==> config.mk <==
export PLATFORM = sky130hd
export DESIGN_NAME = alu_mul_sequencer
export DESIGN_NICKNAME = d
export VERILOG_FILES = /design/src/rtl/alu_mul_sequencer_pkg.sv /design/src/rtl/alu_mul_sequencer.sv
export SDC_FILE = /design/constraint.sdc
export NUM_CORES = 1
export LEC_CHECK = 0
export BUFFER_PORTS_ARGS = -buffer_cell sky130_fd_sc_hd__buf_4
export CORE_UTILIZATION = 50
export CTS_CLUSTER_SIZE = 24
export DETAILED_ROUTE_END_ITERATION = 12
export GPL_ROUTABILITY_DRIVEN = 0
export PLACE_DENSITY = 0.92
export RECOVER_POWER = 25
export SYNTH_ARGS = -nofsm -noshare
export SYNTH_HDL_FRONTEND = slang
export SYNTH_SLANG_ARGS = --single-unit
==> constraint.sdc <==
create_clock -name clk -period 5.5 [get_ports clk]
set_clock_uncertainty 0.05 [all_clocks]
set_input_delay 0.825 -clock clk [delete_from_list [all_inputs] [get_ports clk]]
set_output_delay 0.825 -clock clk [all_outputs]
set_load 0.005 [all_outputs]
==> src/rtl/alu_mul_sequencer_pkg.sv <==
`default_nettype none
// ============================================================================
// Module      : alu_mul_sequencer_pkg
// Description : Shared constants for the EX-stage multiply sequencer:
//               sequencer state encodings, RV32M MUL decode fields and the
//               ALU control codes the sequencer drives onto the ALU.
// Revision    : 1.0 - initial release
// ============================================================================
package alu_mul_sequencer_pkg;

    // Sequencer state encodings
    localparam logic [1:0] MULSEQ_IDLE  = 2'd0;
    localparam logic [1:0] MULSEQ_ACC   = 2'd1;
    localparam logic [1:0] MULSEQ_SHIFT = 2'd2;
    localparam logic [1:0] MULSEQ_DONE  = 2'd3;

    // RV32M MUL decode fields (used by the decoder to raise start)
    localparam logic [6:0] RV32_FUNCT7_MULDIV = 7'b0000001;
    localparam logic [2:0] RV32_FUNCT3_MUL    = 3'b000;

    // EX-stage ALU control codes
    localparam logic [4:0] ALU_ADD    = 5'b00000;
    localparam logic [4:0] ALU_SUB    = 5'b00001;
    localparam logic [4:0] ALU_LSHIFT = 5'b00010;
    localparam logic [4:0] ALU_NOP    = 5'b11111;

endpackage : alu_mul_sequencer_pkg
`default_nettype wire

==> src/rtl/alu_mul_sequencer.sv <==
`default_nettype none
// ============================================================================
// Module      : alu_mul_sequencer
// Description : Multi-cycle RV32M MUL (low XLEN bits) on the shared EX ALU
//               by iterative shift-add. Idle: ALU operands/control pass
//               straight through. Busy: the sequencer owns the ALU and
//               stalls the pipeline until the product is ready.
// Ports       : clk, reset (async, active-high)
//               start, flush         - MUL request / pipeline flush
//               op_a, op_b           - multiplicand / multiplier
//               ex_alu_ctrl/ex_a/ex_b- normal EX ALU control and operands
//               alu_result           - ALU output
//               alu_ctrl/alu_a/alu_b - control and operands driven to ALU
//               stall, done, product - pipeline stall, result pulse, result
// Revision    : 1.0 - initial release
// ============================================================================
module alu_mul_sequencer
    import alu_mul_sequencer_pkg::*;
#(
    parameter int XLEN       = 32,
    parameter int EARLY_EXIT = 0,
    parameter int CNT_W      = 6
) (
    input  logic            clk,
    input  logic            reset,
    input  logic            start,
    input  logic            flush,
    input  logic [XLEN-1:0] op_a,
    input  logic [XLEN-1:0] op_b,
    input  logic [4:0]      ex_alu_ctrl,
    input  logic [XLEN-1:0] ex_a,
    input  logic [XLEN-1:0] ex_b,
    input  logic [XLEN-1:0] alu_result,
    output logic [4:0]      alu_ctrl,
    output logic [XLEN-1:0] alu_a,
    output logic [XLEN-1:0] alu_b,
    output logic            stall,
    output logic            done,
    output logic [XLEN-1:0] product
);

    logic [1:0]      r_state;
    logic [1:0]      w_next_state;
    logic [XLEN-1:0] r_acc;
    logic [XLEN-1:0] r_mcand;
    logic [XLEN-1:0] r_mplier;
    logic [CNT_W-1:0] r_cnt;
    logic [XLEN-1:0] r_product;

    logic            w_accept;
    logic            w_last;
    logic [XLEN-1:0] w_mplier_shr;

    assign w_accept     = start & ~flush;
    assign w_mplier_shr = r_mplier >> 1;
    // Final iteration: all XLEN bits consumed, or (early exit) nothing left
    // in the multiplier that could still add to the accumulator.
    assign w_last = (r_cnt == CNT_W'(XLEN - 1)) ||
                    ((EARLY_EXIT != 0) && (w_mplier_shr == '0));

    // State register
    always_ff @(posedge clk or posedge reset) begin
        if (reset) begin
            r_state <= MULSEQ_IDLE;
        end else begin
            r_state <= w_next_state;
        end
    end

    // Next state and ALU mux / handshake outputs
    always_comb begin
        w_next_state = r_state;
        alu_ctrl     = ex_alu_ctrl;
        alu_a        = ex_a;
        alu_b        = ex_b;
        stall        = 1'b0;
        done         = 1'b0;
        case (r_state)
            MULSEQ_IDLE: begin
                stall = w_accept;
                if (w_accept) begin
                    w_next_state = MULSEQ_ACC;
                end
            end
            MULSEQ_ACC: begin
                stall = 1'b1;
                alu_a = r_acc;
                alu_b = r_mcand;
                alu_ctrl = r_mplier[0] ? ALU_ADD : ALU_NOP;
                w_next_state = flush ? MULSEQ_IDLE : MULSEQ_SHIFT;
            end
            MULSEQ_SHIFT: begin
                stall    = 1'b1;
                alu_ctrl = ALU_LSHIFT;
                alu_a    = r_mcand;
                alu_b    = XLEN'(1);
                if (flush) begin
                    w_next_state = MULSEQ_IDLE;
                end else if (w_last) begin
                    w_next_state = MULSEQ_DONE;
                end else begin
                    w_next_state = MULSEQ_ACC;
                end
            end
            MULSEQ_DONE: begin
                // ALU is handed back to the pipeline for this cycle.
                done         = 1'b1;
                w_next_state = MULSEQ_IDLE;
            end
            default: begin
                w_next_state = MULSEQ_IDLE;
            end
        endcase
        // Stall must not leak out combinationally from start during reset.
        if (reset) begin
            stall = 1'b0;
            done  = 1'b0;
        end
    end

    // Datapath registers
    always_ff @(posedge clk or posedge reset) begin
        if (reset) begin
            r_acc     <= '0;
            r_mcand   <= '0;
            r_mplier  <= '0;
            r_cnt     <= '0;
            r_product <= '0;
        end else begin
            case (r_state)
                MULSEQ_IDLE: begin
                    if (w_accept) begin
                        r_acc    <= '0;
                        r_mcand  <= op_a;
                        r_mplier <= op_b;
                        r_cnt    <= '0;
                    end
                end
                MULSEQ_ACC: begin
                    if (r_mplier[0]) begin
                        r_acc <= alu_result;
                    end
                end
                MULSEQ_SHIFT: begin
                    r_mcand  <= alu_result;
                    r_mplier <= w_mplier_shr;
                    r_cnt    <= r_cnt + CNT_W'(1);
                    // Capture on the transition into DONE so product is
                    // already valid during the done pulse.
                    if (w_next_state == MULSEQ_DONE) begin
                        r_product <= r_acc;
                    end
                end
                default: begin
                end
            endcase
        end
    end

    assign product = r_product;

endmodule : alu_mul_sequencer
`default_nettype wire
==> results_tabular.tex, run 1 <==
\begin{tabular}{lr}
\hline
Metric & Value \\
\hline
\multicolumn{2}{l}{\textbf{Run status}} \\
Result of the run & finished, violations left \\
Violations in the final reports & max-capacitance violations, max-slew violations \\
\multicolumn{2}{l}{\textbf{Floorplanning}} \\
Die span in x & 121.2 um \\
Starting utilization of the core area & 51.22\% \\
Top Ports & 272 \\
Die area & 14700 sq um \\
Total core area & 13880 sq um \\
Number of rows in the core area & 43 \\
Vertical extent of the die & 121.2 um \\
\multicolumn{2}{l}{\textbf{Worst setup path}} \\
Crit path max-delay family & buffers and inverters \\
Required time of the worst setup path & 4.62 ns \\
Cells along the critical path & inv\_1 -> ha\_4 -> buf\_4 -> nor2\_1 -> a21oi\_1 -> buf\_4 \\
Element type at the critical path end & primary output \\
Delay of the slowest cell on the worst path & 0.67 ns \\
Critical path class & flip-flop to primary output \\
Most frequent cell on the critical path & sky130\_fd\_sc\_hd\_\_buf\_4 \\
CP max stage cell & sky130\_fd\_sc\_hd\_\_ha\_4 \\
Number of buffer and inverter stages on the critical path & 3 \\
Critical path peak fanout & 77 \\
Arrival time at the worst endpoint & a little under 3 ns \\
Startpoint type of the worst setup path & flip-flop \\
\multicolumn{2}{l}{\textbf{Power and ir drop}} \\
Combinational share of power & 49.2\% \\
Final Total Pwr & around 5.6 mW \\
Net load switching power & approximately 2.2 mW \\
Part of the power in the clock network & between 20\% and 30\% \\
Highest ir drop seen on vdd & around 0.00031 V \\
Sw Ratio & 39.50\% \\
Register share of total power & 29.1\% \\
Internal & 3.412 mW \\
Cell Pwr Density & 574.3 nW/um\^{}2 \\
Static leakage & roughly 4.8 nW \\
\multicolumn{2}{l}{\textbf{Clock tree}} \\
Number of buffers inserted during clock tree synthesis & 17 \\
Clock sink total & 136 \\
CTS clk-pin slew, worst paths & 0.06 ns \\
Level count of the clock H-tree & 4 \\
Latest clock arrival within the worst-skew pair & 0.41 ns \\
Count of hold-fix buffers inserted at cts & 0 \\
Maximum clock insertion buffer count & 2 \\
Clock tree from TritonCTS & built \\
\# Post-CTS Setup Buffers & 0 \\
Post-CTS resize count & 0 \\
Clock root buffer master & sky130\_fd\_sc\_hd\_\_clkbuf\_16 \\
\multicolumn{2}{l}{\textbf{Finish}} \\
Proportion of layout cells with a drive suffix above 1 & 33.27\% \\
N\_diodes & 0 \\
Most used cells in the layout excluding fill and tap cells & sky130\_fd\_sc\_hd\_\_buf\_4 (257), sky130\_fd\_sc\_hd\_\_nand2\_1 (136), sky130\_fd\_sc\_hd\_\_dfrtp\_1 (136), sky130\_fd\_sc\_hd\_\_o21ai\_1 (109), sky130\_fd\_sc\_hd\_\_mux2i\_1 (64) \\
Commonest non-fill, non-tap cell in the layout & sky130\_fd\_sc\_hd\_\_buf\_4 \\
Syn-to-layout area delta & 38.12\% \\
Nets & approximately 1200 \\
Final standard cell utilization of the core & between 70\% and 80\% \\
\multicolumn{2}{l}{\textbf{Drt}} \\
Routed Wire Length & 20440 um \\
Wirelength per Cell & approximately 17 um \\
Via total after detailed routing & 6562 \\
DRC violation count after routing & 0 \\
Iteration count of the initial detailed-routing pass & 5 \\
Vias/cell & 5.459 \\
Violation count after the first detailed-route iteration & 453 \\
Antenna violation net count after detailed routing & 0 \\
\multicolumn{2}{l}{\textbf{Global routing}} \\
Vias in the first global route & 6364 \\
Met2 Use GR & 47.64\% \\
Overall global routing resource usage & approximately 29\% \\
Initial antenna violation count & 0 \\
Pin count of the biggest net entering global routing & 104 \\
Aggregate global routing overflow & 0 \\
Wire length of the first global-routing pass & 32260 um \\
Global routing usage on met1 & 36.85\% \\
Peak-usage layer in the global routing report & met2 \\
Global Route met3 Usage & 5.639\% \\
\multicolumn{2}{l}{\textbf{STA}} \\
Worst Setup Slack, final & 1.654 ns \\
Period utilization & 69.92\% \\
Worst slew margin relative to its limit & -123.1\% \\
Unrepaired setup endpoints after global routing & no \\
Pins over their slew limit & between 70 and 80 \\
Final setup violating endpoints & 0 \\
Transition time at the pin with the least slew margin & roughly 3.3 ns \\
Final hold vios & 0 \\
Post-layout min period & 3.846 ns \\
Max Clock Freq & roughly 260 MHz \\
Hold slack final & 0.4349 ns \\
Accumulated negative setup slack & 0 ns \\
\multicolumn{2}{l}{\textbf{Synthesis}} \\
Total of warnings raised by yosys & 0 \\
Number of standard cells after synthesis & between 700 and 800 \\
Synthesized flop and latch total & about 140 \\
Cell variety after synth & 32 \\
Mean instance size in the synthesized netlist & 9.150 sq um \\
Fraction of the yosys area taken by sequential cells & between 40\% and 50\% \\
Number of nets produced by synthesis & 953 \\
Post-synth design cell area & 7109 sq um \\
\multicolumn{2}{l}{\textbf{Run}} \\
Max-cap violations & 1 \\
\multicolumn{2}{l}{\textbf{Placement}} \\
Hpwl dp & 14220 um \\
Pre-CTS setup slack & 2.142 ns \\
Input/output buffers & 271 \\
\multicolumn{2}{l}{\textbf{Min path}} \\
Class of the worst hold path & flip-flop to flip-flop \\
\hline
\end{tabular}
==> area by class of cell <==
| cell class | instances | area, sq um |
|---|---|---|
| Fill cell | 1036 | 4061 |
| Sequential cell | 136 | 3403 |
| Multi-Input combinational cell | 539 | 3348 |
| Timing Repair Buffer | 276 | 2062 |
| Clock buffer | 19 | 442.9 |
| Tap cell | 180 | 225.2 |
| Clock inverter | 13 | 190.2 |
| Inverter | 39 | 147.6 |
==> power by group through the flow <==
stage | logic (mW) | registers [mW] | clock network, mW
2_1_floorplan | 1.62 | 1.57 | 0
3_3_place_gp | 2.70 | 1.62 | 0
4_1_cts | 2.79 | 1.63 | 1.24
6_report | 2.77 | 1.64 | 1.23
5_1_grt | 3.06 | 1.68 | 1.29
3_5_place_dp | 2.78 | 1.64 | 0
==> path summary, 6_finish.rpt <==
path,start,endpoint,slack [ns],cells after the start
hold / removal,r_mplier[25],r_mplier[25],0.43,2
min in group asynchronous,reset,product[30],1.37,2
hold reg to reg,r_mplier[25],r_mplier[25],0.43,2
setup / recovery,r_state[0],alu_a[22],1.65,6
setup reg to reg,r_state[1],r_acc[3],2.27,6
max in group asynchronous,reset,product[10],2.18,3
==> worst min-delay path: stages (launching register included) <==
cell                      delay [ns]
sky130_fd_sc_hd__dfrtp_1        0.34
sky130_fd_sc_hd__nand2_1        0.05
sky130_fd_sc_hd__o21ai_1        0.06
==> cell usage after synthesis (all sizes together) <==
cell / count / area [sq um]
a32o: 1 / 10.01
a211oi: 2 / 15.01
or3: 2 / 12.51
o211ai: 1 / 12.51
o21ai: 137 / 685.7
buf: 20 / 100.1
a22oi: 32 / 240.2
mux2i: 64 / 640.6
a22o: 1 / 8.760
mux2: 32 / 473.0
nand3b: 1 / 7.510
nand2b: 2 / 12.51
clkbuf: 43 / 161.4
nor3: 1 / 10.01
dfrtp: 136 / 3403
nor2: 39 / 146.4
inv: 39 / 146.4
a21oi: 37 / 185.2
nor2b: 4 / 25.02
a211o: 1 / 8.760
and2: 1 / 6.260
or4b: 1 / 10.01
nand2: 136 / 510.5
xnor2: 1 / 8.760
nand3: 35 / 175.2
ha: 7 / 87.58
or2: 1 / 6.260
==> routing by layer <==
layer  wire (um)  part of all wire [%]  up-vias
li1            -                     -     3127
met4         401                   2.0        0
met1        8427                    41     3168
met3        1214                   5.9       31
met5           0                     0        -
met2       10390                    51      236
==> cell families (layout without fill, tap and decap cells) <==
family	Yosys count	count (layout)	share of synthesized area, %
flip-flops	136	136	47.87
buffers and inverters	102	347	5.737
AND/OR/NAND/NOR	223	223	12.97
AO/OA/AOI/OAI	212	212	16.40
adder cells (fa/ha/maj)	7	7	1.232
multiplexers	96	96	15.66
XOR/XNOR	1	1	0.1232
==> registers in the layout (all words and copies together), names as in the netlist <==
register  count
product      32
r_mcand      32
r_state       2
r_acc        32
r_cnt         6
r_mplier     32
==> through the flow <==
step	instance area, sq um	cells
final	9819	1202
after global routing	9819	1202
after CTS	9846	1202
after detailed placement	9213	1170
after global placement	9213	1170
after floorplan	7109	777
Note: power is estimated with default switching activity, not from simulation.
==> run 2: changes to the inputs <==
--- a/config.mk
+++ b/config.mk
@@ -6,11 +6,11 @@
 export NUM_CORES = 1
 export LEC_CHECK = 0
 export BUFFER_PORTS_ARGS = -buffer_cell sky130_fd_sc_hd__buf_4
-export CORE_UTILIZATION = 50
+export CORE_UTILIZATION = 45
 export CTS_CLUSTER_SIZE = 24
 export DETAILED_ROUTE_END_ITERATION = 12
 export GPL_ROUTABILITY_DRIVEN = 0
-export PLACE_DENSITY = 0.92
+export PLACE_DENSITY = 0.88
 export RECOVER_POWER = 25
 export SYNTH_ARGS = -nofsm -noshare
 export SYNTH_HDL_FRONTEND = slang
==> constraint.sdc (replaced) <==
create_clock -name clk -period 3.5 [get_ports clk]
set_clock_uncertainty 0.05 [all_clocks]
set_input_delay 0.525 -clock clk [delete_from_list [all_inputs] [get_ports clk]]
set_output_delay 0.525 -clock clk [all_outputs]
set_load 0.005 [all_outputs]
==> run 2 against run 1 <==
Net effect: the run still ends with max-capacitance violations, max-slew violations left; critical path depth unchanged; wire length up 1.1%; die area up 11%; flip-flop and latch count unchanged; global-route usage down 2.9 points; critical path type unchanged.
==> results_tabular.tex, run 2 (synthesized netlist as in run 1, its figures left out) <==
\begin{tabular}{lr}
\hline
Metric & Value \\
\hline
\multicolumn{2}{l}{\textbf{Run status}} \\
Result of the run & finished, violations left \\
Violations in the final reports & max-capacitance violations, max-slew violations \\
\multicolumn{2}{l}{\textbf{Placement}} \\
Hpwl dp & 14740 um (+3.7\%) \\
Input/output buffers & 271 (unchanged) \\
Pre-CTS setup slack & 0.6605 ns (-1.481 ns) \\
\multicolumn{2}{l}{\textbf{Floorplanning}} \\
Starting utilization of the core area & 46.42\% (-4.8 points) \\
Die span in x & 127.7 um (+5.3\%) \\
Die area & 16300 sq um (+11\%) \\
Total core area & 15310 sq um (+10\%) \\
Top Ports & 272 (unchanged) \\
Vertical extent of the die & 127.7 um (+5.3\%) \\
Number of rows in the core area & 45 (+4.7\%) \\
\multicolumn{2}{l}{\textbf{STA}} \\
Post-layout min period & 3.179 ns \\
Transition time at the pin with the least slew margin & 1.729 ns (-1.599 ns) \\
Final hold vios & 0 (unchanged) \\
Unrepaired setup endpoints after global routing & no \\
Worst Setup Slack, final & 0.3205 ns (-1.334 ns) \\
Worst slew margin relative to its limit & -15.29\% (+110 points) \\
Pins over their slew limit & 70 (-10\%) \\
Accumulated negative setup slack & 0 ns (unchanged) \\
Period utilization & 90.84\% \\
Max Clock Freq & between 300 and 400 MHz \\
Final setup violating endpoints & 0 (unchanged) \\
\multicolumn{2}{l}{\textbf{Global routing}} \\
Initial antenna violation count & 0 (unchanged) \\
Aggregate global routing overflow & 0 (unchanged) \\
Pin count of the biggest net entering global routing & 70 (-33\%) \\
Vias in the first global route & 6309 (-0.86\%) \\
Wire length of the first global-routing pass & 32130 um (-0.41\%) \\
Overall global routing resource usage & 25.62\% (-2.9 points) \\
\multicolumn{2}{l}{\textbf{Finish}} \\
Nets & 1192 (+0.59\%) \\
N\_diodes & 0 (unchanged) \\
Proportion of layout cells with a drive suffix above 1 & 33.92\% (+0.65 points) \\
Syn-to-layout area delta & 39.14\% \\
Most used cells in the layout excluding fill and tap cells & sky130\_fd\_sc\_hd\_\_buf\_4 (276), sky130\_fd\_sc\_hd\_\_nand2\_1 (136), sky130\_fd\_sc\_hd\_\_dfrtp\_1 (136), sky130\_fd\_sc\_hd\_\_o21ai\_1 (109), sky130\_fd\_sc\_hd\_\_mux2i\_1 (64) \\
Commonest non-fill, non-tap cell in the layout & sky130\_fd\_sc\_hd\_\_buf\_4 \\
Number of filler cells placed in the layout & 1251 (+21\%) \\
\multicolumn{2}{l}{\textbf{Run}} \\
Max-cap violations & 1 (unchanged) \\
\multicolumn{2}{l}{\textbf{Drt}} \\
M1 wire length & 8780 um (+4.2\%) \\
Violation count after the first detailed-route iteration & 360 (-21\%) \\
Met3 routed WL & 1191 um (-1.9\%) \\
Vias/cell & 5.270 (-3.5\%) \\
Routed Wire Length & 20660 um (+1.1\%) \\
Met2 wire len & 10080 um (-3.0\%) \\
Via total after detailed routing & 6535 (-0.41\%) \\
Antenna violation net count after detailed routing & 0 (unchanged) \\
Iteration count of the initial detailed-routing pass & 5 (unchanged) \\
Top layer in use & met4 \\
DRC violation count after routing & 0 (unchanged) \\
Wirelength per Cell & 16.66 um (-2.0\%) \\
\multicolumn{2}{l}{\textbf{Clock tree}} \\
Maximum clock insertion buffer count & 2 (unchanged) \\
Level count of the clock H-tree & 4 (unchanged) \\
Clock root buffer master & sky130\_fd\_sc\_hd\_\_clkbuf\_16 \\
Count of hold-fix buffers inserted at cts & 0 (unchanged) \\
Clock tree from TritonCTS & built \\
Post-CTS resize count & 0 (unchanged) \\
Latest clock arrival within the worst-skew pair & 0.41 ns (about the same) \\
CTS clk-pin slew, worst paths & 0.06 ns (about the same) \\
Clock sink total & 136 (unchanged) \\
Number of buffers inserted during clock tree synthesis & 17 (unchanged) \\
\# Post-CTS Setup Buffers & 0 (unchanged) \\
\multicolumn{2}{l}{\textbf{Min path}} \\
Class of the worst hold path & input pin to asynchronous set/reset pin \\
\multicolumn{2}{l}{\textbf{Worst setup path}} \\
Startpoint type of the worst setup path & flip-flop \\
Element type at the critical path end & primary output \\
Arrival time at the worst endpoint & 2.60 ns (-0.37 ns) \\
Critical path class & flip-flop to primary output \\
Required time of the worst setup path & 2.92 ns (-1.70 ns) \\
Critical path peak fanout & 60 (-22\%) \\
\multicolumn{2}{l}{\textbf{Power and ir drop}} \\
Highest ir drop seen on vdd & 0.0004048 V (+29\%) \\
Cell Pwr Density & 887.5 nW/um\^{}2 (+55\%) \\
Static leakage & 4.820 nW (+1.0\%) \\
\hline
\end{tabular}
-- run 2: power breakdown --
group	switching [mW]	leakage (nW)	total, mW	internal [mW]
registers	0.447	1.77	2.60	2.15
clock network	0.645	0.269	1.69	1.05
logic	2.37	2.78	4.49	2.12
-- run 2: path summary, 6_finish.rpt --
kind	start	to	slack [ns]	cells past startpoint
max in group asynchronous	reset	r_acc[21]	0.94	3
min in group clk	flush	r_state[0]	0.30	2
max	r_state[0]	alu_a[1]	0.32	6
max reg2reg	r_state[0]	product[24]	0.62	7
min	reset	product[26]	0.28	2
min reg2reg	r_mplier[25]	r_mplier[25]	0.43	2
-- run 2: layer usage --
| metal | vias to the layer above | global-route usage [%] |
|---|---|---|
| li1 | 3141 | - |
| met1 | 3086 | 32.52 |
| met3 | 48 | 5.175 |
| met5 | - | 0 |
| met4 | 0 | 12.11 |
| met2 | 260 | 42.17 |
-- run 2: per-stage QoR --
stage | total power, mW | hold slack (ns) | utilization, % | std cells | cell area [sq um]
after global placement | 6.941 | 0.4170 | 61.07 | 1208 | 9353
after detailed placement | 7.082 | 0.4250 | 61.07 | 1208 | 9353
after CTS | 8.807 | 0.1359 | 64.75 | 1240 | 9916
final | 8.779 | 0.2757 | 64.59 | 1240 | 9892
after global routing | 9.363 | 0.2789 | 64.59 | 1240 | 9892
after floorplan | 5.009 | 0.4053 | - | 777 | 7113
-- run 2: layout make-up --
cell class              count  area, sq um  share of cell area [%]
clock buffers              25        495.5                   5.009
multi-input cells         539         3348                   33.85
well taps                 211        264.0                   2.669
repair buffers            283         2166                   21.89
inverters                  39        147.6                   1.493
clock inverters             7        67.56                  0.6830
flip-flops and latches    136         3403                   34.40
-- run 2: worst max-delay path, cell delays in order (launching register included) --
cell and delay, ns:
sky130_fd_sc_hd__dfrtp_1 0.46, sky130_fd_sc_hd__inv_1 0.22, sky130_fd_sc_hd__ha_4 0.22, sky130_fd_sc_hd__buf_4 0.69, sky130_fd_sc_hd__a22oi_1 0.23, sky130_fd_sc_hd__a21oi_1 0.19, sky130_fd_sc_hd__buf_4 0.12
